===== src/rtl/m68k_bus_pkg.sv =====
// Shared types for the 68010-style bus controller: FSM states, size encoding
// and the read-lane extraction helper.
package m68k_bus_pkg;

    typedef enum logic [3:0] {
        IDLE,
        ADDR,
        STROBE,
        WSTRB,
        WAIT,
        LATCH,
        END,
        GRANT,
        BUSFREE
    } bus_state_t;

    localparam logic SIZE_BYTE = 1'b0;
    localparam logic SIZE_WORD = 1'b1;

    // Byte reads come from D15..D8 on even addresses and D7..D0 on odd ones.
    function automatic logic [15:0] lane_rdata(input logic size, input logic a0,
                                               input logic [15:0] d);
        logic [15:0] r;
        if (size == SIZE_WORD) begin
            r = d;
        end else if (a0) begin
            r = {8'h00, d[7:0]};
        end else begin
            r = {8'h00, d[15:8]};
        end
        return r;
    endfunction

endpackage


===== src/rtl/m68k_sync2.sv =====
// Two-flop synchronizer for the active-low asynchronous bus inputs; resets to
// the negated level so nothing looks asserted while coming out of reset.
module m68k_sync2 (
    input  logic clk,
    input  logic rst_b,
    input  logic d_i,
    output logic q_o
);

    logic meta_q;
    logic sync_q;

    always_ff @(posedge clk or negedge rst_b) begin
        if (!rst_b) begin
            meta_q <= 1'b1;
            sync_q <= 1'b1;
        end else begin
            meta_q <= d_i;
            sync_q <= meta_q;
        end
    end

    assign q_o = sync_q;

endmodule


===== src/rtl/m68k_bus_ctrl.sv =====
// 68010-style asynchronous bus cycle sequencer with BR/BG/BGACK arbitration.
// One outstanding core request at a time; strobes are decoded from state.
module m68k_bus_ctrl
    import m68k_bus_pkg::*;
#(
    parameter int TIMEOUT_CYCLES = 64
) (
    input  logic        clk,
    input  logic        rst_b,
    input  logic        req_valid,
    output logic        req_ready,
    input  logic        req_rw,
    input  logic        req_size,
    input  logic [23:0] req_addr,
    input  logic [15:0] req_wdata,
    output logic        rsp_valid,
    output logic [15:0] rsp_rdata,
    output logic        rsp_berr,
    output logic [22:0] address_bus,
    output logic        as_b,
    output logic        uds_b,
    output logic        lds_b,
    output logic        rw_b,
    output logic [15:0] data_out,
    output logic        data_oe,
    output logic        bus_oe,
    input  logic [15:0] data_in,
    input  logic        dtack_b,
    input  logic        berr_b,
    input  logic        br_b,
    input  logic        bgack_b,
    output logic        bg_b
);

    localparam int CW = $clog2(TIMEOUT_CYCLES);
    localparam logic [CW-1:0] CNT_LAST = CW'(TIMEOUT_CYCLES - 1);

    logic dtack_sb, berr_sb, br_sb, bgack_sb;
    logic dtack_s, berr_s, br_s, bgack_s;

    m68k_sync2 u_sync_dtack (.clk(clk), .rst_b(rst_b), .d_i(dtack_b), .q_o(dtack_sb));
    m68k_sync2 u_sync_berr  (.clk(clk), .rst_b(rst_b), .d_i(berr_b),  .q_o(berr_sb));
    m68k_sync2 u_sync_br    (.clk(clk), .rst_b(rst_b), .d_i(br_b),    .q_o(br_sb));
    m68k_sync2 u_sync_bgack (.clk(clk), .rst_b(rst_b), .d_i(bgack_b), .q_o(bgack_sb));

    assign dtack_s = ~dtack_sb;
    assign berr_s  = ~berr_sb;
    assign br_s    = ~br_sb;
    assign bgack_s = ~bgack_sb;

    bus_state_t    state_q, state_d;
    logic [23:0]   addr_q;
    logic          rw_q;
    logic          size_q;
    logic [15:0]   wdata_q;
    logic [15:0]   rdata_q;
    logic          err_q;
    logic [CW-1:0] cnt_q;

    logic hs;
    logic misalign;
    logic uds_sel, lds_sel;

    // rst_b gating keeps ready low while reset is held, not just after it.
    assign req_ready = rst_b && (state_q == IDLE) && !dtack_s && !berr_s && !br_s;
    assign hs        = req_valid && req_ready;
    assign misalign  = (req_size == SIZE_WORD) && req_addr[0];
    assign uds_sel   = (size_q == SIZE_WORD) || !addr_q[0];
    assign lds_sel   = (size_q == SIZE_WORD) || addr_q[0];

    always_ff @(posedge clk or negedge rst_b) begin
        if (!rst_b) begin
            state_q <= IDLE;
        end else begin
            state_q <= state_d;
        end
    end

    always_comb begin
        state_d = state_q;
        unique case (state_q)
            IDLE: begin
                if (br_s) begin
                    state_d = GRANT;
                end else if (hs) begin
                    state_d = misalign ? END : ADDR;
                end
            end
            ADDR:   state_d = STROBE;
            STROBE: state_d = rw_q ? WAIT : WSTRB;
            WSTRB:  state_d = WAIT;
            WAIT: begin
                if (berr_s) begin
                    state_d = END;
                end else if (dtack_s) begin
                    state_d = LATCH;
                end else if (cnt_q == CNT_LAST) begin
                    state_d = END;
                end
            end
            LATCH: state_d = END;
            END:   state_d = IDLE;
            GRANT: begin
                if (bgack_s) begin
                    state_d = BUSFREE;
                end else if (!br_s) begin
                    state_d = IDLE;
                end
            end
            BUSFREE: begin
                if (!bgack_s && !br_s) begin
                    state_d = IDLE;
                end
            end
            default: state_d = IDLE;
        endcase
    end

    always_comb begin
        as_b      = 1'b1;
        uds_b     = 1'b1;
        lds_b     = 1'b1;
        rw_b      = 1'b1;
        data_oe   = 1'b0;
        bus_oe    = 1'b1;
        bg_b      = 1'b1;
        rsp_valid = 1'b0;
        rsp_berr  = 1'b0;
        unique case (state_q)
            ADDR: rw_b = rw_q;
            STROBE: begin
                rw_b    = rw_q;
                as_b    = 1'b0;
                uds_b   = !(rw_q && uds_sel);
                lds_b   = !(rw_q && lds_sel);
                data_oe = !rw_q;
            end
            WSTRB, WAIT, LATCH: begin
                rw_b    = rw_q;
                as_b    = 1'b0;
                uds_b   = !uds_sel;
                lds_b   = !lds_sel;
                data_oe = !rw_q;
            end
            END: begin
                rsp_valid = 1'b1;
                rsp_berr  = err_q;
            end
            GRANT:   bg_b   = 1'b0;
            BUSFREE: bus_oe = 1'b0;
            default: ;
        endcase
    end

    always_ff @(posedge clk or negedge rst_b) begin
        if (!rst_b) begin
            addr_q  <= '0;
            rw_q    <= 1'b1;
            size_q  <= SIZE_BYTE;
            wdata_q <= '0;
            rdata_q <= '0;
            err_q   <= 1'b0;
        end else if (hs) begin
            addr_q  <= req_addr;
            rw_q    <= req_rw;
            size_q  <= req_size;
            wdata_q <= (req_size == SIZE_BYTE) ? {req_wdata[7:0], req_wdata[7:0]} : req_wdata;
            rdata_q <= '0;
            err_q   <= misalign;
        end else if (state_q == WAIT && state_d == END) begin
            err_q   <= 1'b1;
        end else if (state_q == LATCH && rw_q) begin
            rdata_q <= lane_rdata(size_q, addr_q[0], data_in);
        end
    end

    // Held at zero outside WAIT so every WAIT entry starts a fresh count.
    always_ff @(posedge clk or negedge rst_b) begin
        if (!rst_b) begin
            cnt_q <= '0;
        end else if (state_q != WAIT) begin
            cnt_q <= '0;
        end else if (cnt_q != '1) begin
            cnt_q <= cnt_q + 1'b1;
        end
    end

    assign address_bus = addr_q[23:1];
    assign data_out    = wdata_q;
    assign rsp_rdata   = rdata_q;

endmodule


===== config.mk =====
export PLATFORM = sky130hd
export DESIGN_NAME = m68k_bus_ctrl
export DESIGN_NICKNAME = d
export VERILOG_FILES = /design/src/rtl/m68k_bus_pkg.sv /design/src/rtl/m68k_sync2.sv /design/src/rtl/m68k_bus_ctrl.sv
export SDC_FILE = /design/constraint.sdc
export NUM_CORES = 1
export LEC_CHECK = 0
export BUFFER_PORTS_ARGS = -buffer_cell sky130_fd_sc_hd__buf_2
export CAP_MARGIN = 20
export CORE_ASPECT_RATIO = 0.5
export CORE_MARGIN = 2
export CORE_UTILIZATION = 44
export CTS_CLUSTER_SIZE = 28
export DETAILED_ROUTE_END_ITERATION = 8
export GPL_TIMING_DRIVEN = 0
export PLACE_DENSITY_LB_ADDON = 0.05
export SETUP_SLACK_MARGIN = 0.02
export SYNTH_ARGS = -nofsm -noshare
export SYNTH_HDL_FRONTEND = slang
export SYNTH_SLANG_ARGS = --single-unit

===== constraint.sdc =====
create_clock -name clk -period 2 [get_ports clk]
set_input_delay 0.2 -clock clk [delete_from_list [all_inputs] [get_ports clk]]
set_output_delay 0.2 -clock clk [all_outputs]
set_load 0.1 [all_outputs]

# ---- After elaboration in Yosys (flattened, before gate mapping)
# Index checks and enable logic that the tools add are counted.
dict set report op_classes {
  n_reduce_logical 27
  shift 0
  n_bitwise 0
  magnitude_cmp 0
  n_mux 30
  multipliers 0
  div 0
  n_addsub 1
  n_eq_ne 13
}
# op n
set op_table {}
lappend op_table {{two-way mux 16 bit} 5}
lappend op_table {{two-way mux 4 bit} 8}
lappend op_table {{case mux 4 bit (8 select lines)} 1}
lappend op_table {{== test 4 x 3 -> 1 bit (second input constant)} 5}
lappend op_table {{two-way mux 6 bit} 2}
lappend op_table {{logical AND 1 bit} 11}
lappend op_table {{two-way mux 1 bit} 9}
lappend op_table {{== test 4 x 2 -> 1 bit (second input constant)} 2}
lappend op_table {{two-way mux 8 bit} 1}
lappend op_table {{adder 6 x 1 -> 6 bit (second input constant)} 1}
lappend op_table {{== test 6 bit (second input constant)} 1}
lappend op_table {{logical NOT 1 bit} 6}
lappend op_table {{two-way mux 3 bit} 2}
lappend op_table {{inequality test 6 bit (second input constant)} 1}
lappend op_table {{nonzero test 2 bit} 3}
lappend op_table {{OR reduction 5 bit} 1}
lappend op_table {{== test 4 x 1 -> 1 bit (second input constant)} 1}
lappend op_table {{== test 4 bit (second input constant)} 1}
lappend op_table {{logical NOT 4 bit} 1}
lappend op_table {{inequality test 4 x 3 -> 1 bit (second input constant)} 1}
lappend op_table {{case mux 1 bit (2 select lines)} 2}
lappend op_table {{OR reduction 4 bit} 1}
lappend op_table {{OR reduction 3 bit} 1}
lappend op_table {{logical OR 1 bit} 2}
lappend op_table {{2 further kinds} 2}
dict set report totals {
  n_memories 0
  elab_cells 87
  ramBits 0
  romBits 0
  out_inout_bits 65
  input_bits 65
  latch_bits 0
  ff_bits 77
}

# ---- Depth between registers and ports, before layout
# Gate-level depths: netlist of run 1.
dict set report depth {
  depth_word 13
  mapped_depth 7
  ltp_nobuf 5
}

# ---- By module
# A second synthesis of run 1 with hierarchy kept.
dict set report hier_totals {
  cells_unflattened 364
  area_unflattened_um2 3477.1
}
# mod n_inst cells_each area_per_inst_um2 seq_area_each_um2
set by_module_without_submodules {}
lappend by_module_without_submodules {m68k_bus_ctrl 1 356 3266.9 1727.9}
lappend by_module_without_submodules {m68k_sync2 4 2 52.6 52.6}

# ---- Least setup slack after synthesis of run 1
# Ideal clock, no wire load.
dict set report synth_path {
  path_type {register to output}
  from {register state_q[1]}
  to {output port rsp_berr}
  t_arrival_ps 2957
  required_time_ps 1800
  path_slack_ps -1157
  path_stages_with_launch 5
  cell_sequence {dfrtp_1 clkbuf_1 nand2b_1 nor2_1 and2_1}
}
dict set report synth_between {
  elab_chain_len 2
}
# element line
set synth_rtl {}
lappend synth_rtl {{from (decl)} m68k_bus_ctrl.sv:51} ;# bus_state_t state_q, state_d;
lappend synth_rtl {{from (signal assigned)} m68k_bus_ctrl.sv:75} ;# state_q <= state_d;
lappend synth_rtl {{== test 4 x 3 -> 1 bit} m68k_bus_ctrl.sv:129} ;# unique case (state_q)
lappend synth_rtl {{two-way mux 1 bit} m68k_bus_ctrl.sv:129}
lappend synth_rtl {{to (decl)} m68k_bus_ctrl.sv:18} ;# output logic rsp_berr,
# Every way passes these cells.

# ---- Final worst setup path of run 1
dict set report layout_path {
  from {register state_q[0]}
  to {register wdata_q[13] (netlist: data_out[13])}
}
dict set report layout_between {
  elab_chain_len 6
}
# element line
set layout_rtl {}
lappend layout_rtl {{logical NOT 4 bit} m68k_bus_ctrl.sv:65} ;# assign req_ready = rst_b && (state_q == IDLE) && !dtack_s && !berr_s && !br_s;
lappend layout_rtl {{logical AND 1 bit (4 in a row)} m68k_bus_ctrl.sv:65}
lappend layout_rtl {{logical AND 1 bit} m68k_bus_ctrl.sv:66} ;# assign hs = req_valid && req_ready;
lappend layout_rtl {{to (signal assigned)} m68k_bus_ctrl.sv:167} ;# wdata_q <= (req_size == SIZE_BYTE) ? {req_wdata[7:0], req_wdata[7:0]} : req_wdata;
lappend layout_rtl {{to (decl)} m68k_bus_ctrl.sv:55} ;# logic [15:0] wdata_q;
# Every way passes these cells.
# A chain may end at the register's enable or synchronous reset.

==> results of run 1 <==
## kinds of logic (layout without fill, tap and decap cells)
family,count (synthesis),count (layout)
buf+inv,48,207
compound gates,49,49
fa+ha+maj,1,1
flops,77,77
mux,17,17
xor+xnor,3,3
simple gates,167,167
## through the flow
stage	setup slack, ns	std cells	utilization, %
2_1_floorplan	0.0161	362	-
3_3_place_gp	-1.19	598	57.4
3_5_place_dp	-0.293	599	57.8
4_1_cts	-0.0108	622	64.4
5_1_grt	-0.0615	629	65.6
6_report	-0.000511	629	65.6
## registers in the layout, summed over array words and instances, names as in the netlist, 4 cells and up
name       cells
addr_q        24
cnt_q          6
data_out      16
rsp_rdata     16
state_q        4
## layout make-up
cell class,count,area [um2],share of cell area (%)
clock buffers,10,229,4.66
inverters,7,26.3,0.535
repair buffers,143,847,17.2
flip-flops and latches,77,1940,39.5
clock inverters,6,111,2.27
plain buffers,41,307,6.24
well taps,108,135,2.75
multi-input cells,237,1320,26.8
## worst reg2reg max path, stage by stage (launching register included)
cell,delay (ns)
sky130_fd_sc_hd__dfrtp_1,0.38
sky130_fd_sc_hd__buf_6,0.13
sky130_fd_sc_hd__or4_4,0.53
sky130_fd_sc_hd__or3_4,0.40
sky130_fd_sc_hd__buf_6,0.16
sky130_fd_sc_hd__buf_6,0.15
sky130_fd_sc_hd__nand2_1,0.06
sky130_fd_sc_hd__o21ai_1,0.06
## per-layer routing
metal / track usage (%) / up-vias
met4: 9.41 / 0
met3: 6.43 / 15
li1: - / 1486
met5: 0 / -
met1: 25.9 / 1383
met2: 34.8 / 99
## Yosys cell counts (all sizes together), types with 2 or more instances
cell type  instances
a31oi              5
dfstp              9
nand3             20
nor3               5
nand2b             3
dfrtp             68
nor2               9
xnor2              2
o21ai             26
clkbuf             7
and3               2
a21oi              9
buf               34
nand2            117
mux2i             17
inv                7
## layout by cell type, fill, tap and decap left out, types with 3 or more instances in the layout
master,instances
sky130_fd_sc_hd__buf_2,126
sky130_fd_sc_hd__nand2_1,115
sky130_fd_sc_hd__dfrtp_1,67
sky130_fd_sc_hd__buf_4,33
sky130_fd_sc_hd__nand3_1,19
sky130_fd_sc_hd__mux2i_1,17
sky130_fd_sc_hd__o21ai_0,15
sky130_fd_sc_hd__o21ai_1,9
sky130_fd_sc_hd__a21oi_1,9
sky130_fd_sc_hd__clkbuf_16,9
sky130_fd_sc_hd__dfstp_2,9
sky130_fd_sc_hd__buf_6,8
sky130_fd_sc_hd__inv_1,7
sky130_fd_sc_hd__dlygate4sd3_1,6
sky130_fd_sc_hd__clkbuf_1,5
sky130_fd_sc_hd__nor2_1,5
sky130_fd_sc_hd__a31oi_1,5
sky130_fd_sc_hd__nor3_1,4
sky130_fd_sc_hd__clkbuf_4,3
sky130_fd_sc_hd__nor2_4,3
sky130_fd_sc_hd__bufinv_16,3
sky130_fd_sc_hd__buf_12,3
## timing repair
item	CTS	global route
cloned	0	1
buffers inserted	1	6
hold buffers	6	0
pin swaps	3	2
resized for setup	22	16
endpoints found under the hold margin	21	0
setup endpoints to repair	65	61
## how the worst min path moves through the flow
| stage | start | endpoint | slack, ns | depth (start not counted) |
|---|---|---|---|---|
| 6_report | req_addr[11] | addr_q[11]$_DFFE_PN0N_ | 0.05 | 3 |
| 5_1_grt | req_addr[11] | addr_q[11]$_DFFE_PN0N_ | 0.05 | 3 |
| 4_1_cts | req_addr[11] | addr_q[11]$_DFFE_PN0N_ | 0.04 | 3 |
| 3_5_place_dp | rst_b | cnt_q[0]$_DFFE_PN0P_ | 0.09 | 1 |
| 3_3_place_gp | berr_b | u_sync_berr.meta_q$_DFF_PN1_ | 0.30 | 1 |
| 2_1_floorplan | rst_b | addr_q[0]$_DFFE_PN0N_ | -0.1 | 0 |
==> summary by stage, run 1 <==
Routing
The routed via count is around 3000. In the detailed route, the total length drawn on met3 is between 500 and 600 um. The top layer reached by signal wires is met4. Dividing the detail-routed wire length by the instance count gives around 14 um. The final routed wirelength across all metal layers is ~8700 um. The mean number of vias per cell is about 4.7. The number of nets with antenna violations after routing is 0. The first TritonRoute pass finished after 5 iterations.

The post-route DRC violation count is 0. The detailed router put a total of about 3800 um of wire on met1. The detailed-routed wire length on met2 is 4140 um. The number of DRC markers in iteration 0 is roughly 140.

Synth
The combinational family with the most area after synthesis is simple AND/OR/NAND/NOR gates. The number of distinct library cells after synthesis is 42. The fraction of the mapped netlist area in compound gates is under 10%. The top flip-flop cell by instance count after synthesis is sky130_fd_sc_hd__dfrtp_1. The number of nets in the synthesized netlist is 428. The cell count after synthesis is 362. After synthesis the netlist holds a flip-flop and latch count of 77.

The async set-or-reset flop fraction in the synthesized netlist is 100%. In this run the mean area of a mapped cell was between 9 and 10 um2. The area share of xor/xnor cells in the synthesized design is less than 1%. Sequential elements use between 50% and 60% of the synthesized area. For this run, the number of Yosys warnings is 0. The top cell type by area accounts for just under 50% of the synthesized area. The library cell with the largest summed area after synthesis is sky130_fd_sc_hd__dfrtp_1.

The post-synthesis cell area is ~0.0035 mm2. The share of synthesized cell area in and, or, nand and nor gates is between 20% and 30%. The multiplexer share of the synthesized area is under 10%.

The adder-cell share of the synthesized area is less than 1%. The number of enable flip-flop cells after synthesis is 0. Ranked by total cell area, the synthesized netlist is headed by sky130_fd_sc_hd__dfrtp_1 (49%), sky130_fd_sc_hd__nand2_1 (13%), sky130_fd_sc_hd__dfstp_2 (6.8%), sky130_fd_sc_hd__buf_4 (5.0%), sky130_fd_sc_hd__mux2i_1 (4.9%).

Worst setup path
The number of gates on the worst path with buffers counted is 7. The worst setup path endpoint is data_out[13]$_DFFE_PN0N_. The cell count of the worst reg-to-reg path is 7. The cell repeated most along the worst path is sky130_fd_sc_hd__buf_6. The worst setup path is of the reg -> reg kind. The critical path starts at state_q[0]$_DFF_PN0_. STA classifies the critical path startpoint as a register.

Walking the worst path, the cells encountered are buf_6 > or4_4 > or3_4 > buf_6 > buf_6 > nand2_1 > o21ai_1. The required time of the critical path is 2.21 ns. The slowest stage of the critical path is the sky130_fd_sc_hd__or4_4 cell. The reg-to-reg endpoint is data_out[13]$_DFFE_PN0N_. Data arrives at the worst endpoint at between 2 and 2.5 ns. For flop-to-flop paths, the worst setup slack is -0.0005 ns. For this run, the slowest stage of the critical path takes between 0.5 and 0.6 ns.

The total buffers and inverters traversed by the critical path is 3. The maximum net fanout on the critical path is 10. The kind of end point of the critical path is a register. In this run the critical register-to-register path is launched from state_q[0]$_DFF_PN0_. The kind of cell with the highest combined delay along the critical path is simple AND/OR/NAND/NOR gates.

Cells and area
The layout net count is between 500 and 600. The share of layout cells above drive strength 1 is 41.8%. The layout overhead on the synthesized area is 41.4%. The number of antenna diodes in the final layout is 0. The filler cell count is 676. The finished cells cover ~0.0049 mm2.

Hold path
The min-delay analysis places its worst path in the category in -> reg.

GRT
The remaining global-route overflow is 0. The initial antenna violation count is 0. The first-pass GRT wire length is approximately 14000 um. Entering global routing, the biggest net connects between 60 and 70 pins. The number of global-route vias before repair came to just under 3000. The total routing usage reported by global routing is between 20% and 30%.

Timing
The maximum clock frequency is roughly 0.5 GHz. Setup violations remaining at the end of the flow were counted as 1. The final critical path takes up 100% of the cycle.

The setup TNS is -0.000511 ns. Setup repair after global routing could not meet its margin everywhere. The worst path setup slack after routing is -0.000511 ns. The worst-margin pin slew is roughly 0.82 ns. The final hold slack is 0.0454 ns. The worst slew margin relative to its limit is 45.2%. The shortest period the worst path allows is about 2 ns. The worst clock skew is approximately 0.0073 ns.

The final max-slew violation count is 0. The final-report hold violation count is 0.

Flow run
Max-cap violations in this run came to 0.

Status
The final reports fail on negative setup slack. The run finished, with violations left.

Place
The number of port buffers is 128. The half-perimeter wire length of the detailed placement result is 6070 um. The area after detailed placement is about 0.0043 mm2. Routability-driven placement finished with a final weighted congestion of between 0.7 and 0.8.

Clock network
The later pin in the worst-skew pair is clocked with a latency of 0.34 ns. TritonCTS built the clock tree. Counting along the longest clock path gives a buffer depth of 2. The number of clock buffers inserted by TritonCTS is 9. For this design, the sink count on the clock tree is a little under 80. The root buffer cell is sky130_fd_sc_hd__clkbuf_16.

In this run the number of H-tree levels came out at 3. Clock-pin slew was measured on the worst setup and hold paths at about 0.060 ns.

Floorplan
The number of placed I/O pins is 130. The vertical die dimension is 66.9 um. After floorplanning, the core was divided into 22 placement rows. The area of the core is between 0.007 and 0.008 mm2. The horizontal die dimension is ~130 um. The die area is approximately 0.0087 mm2. The initial standard-cell utilization of the core is a little under half.
Power of run 1 is not shown: default switching activity piles up to over one toggle a cycle in this logic, so the estimate is an artifact.
==> run 2, diff against run 1 <==
Settings changed: CORE_UTILIZATION 44 to 46, CTS_BUF_LIST from default to sky130_fd_sc_hd__clkbuf_8, CTS_CLUSTER_DIAMETER from default to 50, SYNTH_HIERARCHICAL from default to 1.
==> summary by stage, run 2 <==
Timing
The post-route clock period utilization is 101% (+1.2 points). The number of setup violations in the final report came to 1 (unchanged). The worst slew margin relative to its limit is 37.8% (-7.4 points).

The maximum clock frequency is 0.494 GHz (-1.2%). The final max-slew violation count is 0 (unchanged). The worst-margin pin slew is 0.933 ns (+0.114 ns). The shortest period the worst path allows is 2.02 ns (+0.0240 ns). Setup repair after global routing could not meet its margin everywhere. The worst clock skew came to 0.00898 ns (+0.00166 ns). The worst path setup slack after routing is -0.0245 ns (-0.0240 ns). The final-report hold violation count was 0 (unchanged).

Synth
The number of distinct library cells after synthesis is 39 (-7.1%). The top flip-flop cell by instance count after synthesis is sky130_fd_sc_hd__dfrtp_1. The post-synthesis cell area came to 0.00348 mm2 (about the same). The number of warnings printed during yosys synthesis is 6 (+6).

The most common cell in the synthesized netlist is sky130_fd_sc_hd__nand2_1. The number of nets in the synthesized netlist is 430 (+0.47%). The share of the synthesized area in the top cell type is 48.9% (about the same). The async set-or-reset flop fraction in the synthesized netlist is 100% (unchanged). The cell count after synthesis is 364 (+0.55%). The number of enable flip-flop cells after synthesis is 0 (unchanged). The mean area per synthesized cell is 9.55 um2 (-0.51%). In the post-synthesis netlist, the biggest area contributors are sky130_fd_sc_hd__dfrtp_1 (49%), sky130_fd_sc_hd__nand2_1 (13%), sky130_fd_sc_hd__dfstp_2 (6.8%), sky130_fd_sc_hd__buf_4 (5.0%), sky130_fd_sc_hd__mux2i_1 (4.9%). The sequential fraction of the synthesis area is 55.7% (about the same). The commonest cells after synthesis are sky130_fd_sc_hd__nand2_1 (121), sky130_fd_sc_hd__dfrtp_1 (68), sky130_fd_sc_hd__buf_4 (23).

The total of flip-flops plus latches after synthesis is 77 (unchanged). The library cell with the largest summed area after synthesis is sky130_fd_sc_hd__dfrtp_1.

GRT
The number of global-route vias before repair is 2736 (-5.8%). The remaining global-route overflow came to 0 (unchanged). The first-pass GRT wire length came to 13100 um (-5.3%). The met2 usage in global routing is 31.7% (-3.1 points). The initial antenna violation count is 0 (unchanged). The met1 routing resource usage after global routing is 27.4% (+1.5 points).

The met3 demand-to-capacity share in global routing came to 7.74% (+1.3 points). The layer with the highest usage after global routing is met2. The total routing usage reported by global routing is 20.4% (-0.71 points). The pin count of the biggest net entering global routing is 52 (-15%).

Cells and area
The number of antenna cells inserted came to 0 (unchanged). The final core area utilization is 67.0% (+1.4 points). The share of layout cells above drive strength 1 is 45.6% (+3.8 points).

The flip-flop count of the largest register after layout is 24 (unchanged). The commonest non-fill, non-tap cell in the layout is sky130_fd_sc_hd__buf_2. Ranked by flip-flop count, first place goes to addr_q. The layout net count is 587 (+0.86%).

The area growth from synthesis to layout is 41.1%. In the layout the commonest cells are sky130_fd_sc_hd__buf_2 (122), sky130_fd_sc_hd__nand2_1 (94), sky130_fd_sc_hd__dfrtp_1 (67).

Clock network
The buffer depth of the longest clock path is 2 (unchanged). The number of H-tree levels is 3 (unchanged). The latest clock arrival within the worst-skew pair came to 0.35 ns (about the same). TritonCTS built the clock tree. The clock slew seen by the registers of the worst setup and hold paths is 0.08 ns (+0.02 ns). The root buffer cell chosen for the clock tree is sky130_fd_sc_hd__clkbuf_8.

The clock net sink count is 77 (unchanged). The number of clock buffers inserted by TritonCTS is 9 (unchanged).

Floorplan
The horizontal die dimension is 127 um (-2.1%). The vertical die dimension is 65.5 um (-2.1%). The number of placed I/O pins was 130 (unchanged). The initial standard-cell utilization of the core is 47.5% (+1.1 points).

The cell row count is 22 (unchanged). The area of the core is 0.00732 mm2 (-2.2%). The die area is 0.00831 mm2 (-4.1%).

Worst setup path
The critical path arrival is 1.82 ns (-0.39 ns). The required time of the critical path is 1.80 ns (-0.41 ns). The maximum net fanout on the critical path came to 6 (-4). STA classifies the critical path startpoint as a register. The kind of critical path is reg -> out. The worst setup path is captured at an output pin.

Routing
The average detailed-routed wire length per instance is 13.3 um (-3.6%). The number of DRC markers in iteration 0 is 138 (-0.72%). The routed via count was 3000 (+0.57%). The post-route DRC violation count came to 0 (unchanged). The final routed wirelength across all metal layers came to 8250 um (-4.7%). The number of detailed-routing iterations run before antenna repair came to 5 (unchanged). The number of nets with antenna violations after routing was 0 (unchanged). The mean number of vias per cell is 4.82 (+1.7%).

Hold path
The tightest min-delay check is of the in -> reg type.

Status
The run finished, with violations left. The checks that failed: negative setup slack.

Place
The half-perimeter wire length of the detailed placement result was 5750 um (-5.3%). The placer congestion estimate was 0.777 (-1.6%). The number of port buffers is 128 (unchanged).

Flow run
The max-capacitance violation count came to 0 (unchanged).
[run 2: cell type report]
cell class	count	area (um2)
Buffer	40	324
Clock inverter	6	80.1
Inverter	3	11.3
Sequential cell	77	1940
Tap cell	96	120
Clock buffer	10	138
Timing Repair Buffer	149	951
Fill cell	623	2410
Multi-Input combinational cell	241	1340
[run 2: kinds of logic (layout without fill, tap and decap cells)]
family,Yosys count,after routing,synth area share (%)
AOI/OAI and AO/OA,45,45,7.45
xor gates and xnor gates,1,1,0.252
adders and majority gates,1,1,0.360
buffers and inverters,46,208,8.82
DFF,77,77,55.7
muxes,17,17,4.89
and+or+nand+nor,177,177,22.5
[run 2: worst max-delay path, cell delays in order, from the launching register on]
cell	delay, ns
sky130_fd_sc_hd__dfrtp_1	0.38
sky130_fd_sc_hd__buf_6	0.13
sky130_fd_sc_hd__or4_4	0.51
sky130_fd_sc_hd__buf_4	0.16
sky130_fd_sc_hd__nor2_4	0.10
sky130_fd_sc_hd__buf_12	0.19
[run 2: routing by layer]
metal / share of wire (%) / up-vias
li1: - / 1498
met1: 48 / 1410
met2: 46 / 86
met3: 5.7 / 6
met4: 0.53 / 0
met5: 0 / -
[run 2: path summary, 6_finish.rpt]
check | cells after the start | startpoint | endpoint | slack, ns
max | 5 | state_q[3]$_DFF_PN0_ | req_ready | -0.02
min | 3 | req_rw | rw_q$_DFFE_PN1N_ | 0.03
max reg2reg | 6 | state_q[3]$_DFF_PN0_ | rsp_rdata[6]$_DFFE_PN0P_ | 0
min reg2reg | 0 | u_sync_dtack/meta_q$_DFF_PN1_ | u_sync_dtack/q_o$_DFF_PN1_ | 0.36
max in group asynchronous | 3 | rst_b | data_out[8]$_DFFE_PN0N_ | 0.60
min in group asynchronous | 2 | rst_b | u_sync_br/q_o$_DFF_PN1_ | 0.42
[run 2: stage by stage]
step | setup WS [ns] | area, um2 | std cells | TNS (ns) | hold slack (ns)
final | -0.0245 | 4910 | 622 | -0.0245 | 0.0313
after global placement | -1.15 | 4280 | 588 | -68.04 | 0.306
after global routing | -0.0869 | 4910 | 622 | -0.728 | 0.0125
after CTS | -0.0457 | 4740 | 618 | -0.256 | 0.0192
after floorplan | -0.132 | 3520 | 364 | -0.312 | -0.0956
after detailed placement | -0.0724 | 4310 | 589 | -2.05 | 0.150
[run 2: what timing repair did]
action / in CTS / in global routing
hold buffers: 6 / 0
pin swaps: 5 / 4
endpoints found under the setup margin: 66 / 83
gates cloned: 1 / 2
resized for setup: 30 / 43
endpoints found under the hold margin: 24 / 0
buffers inserted: 7 / 4
Power of run 2 is left out for the same reason.
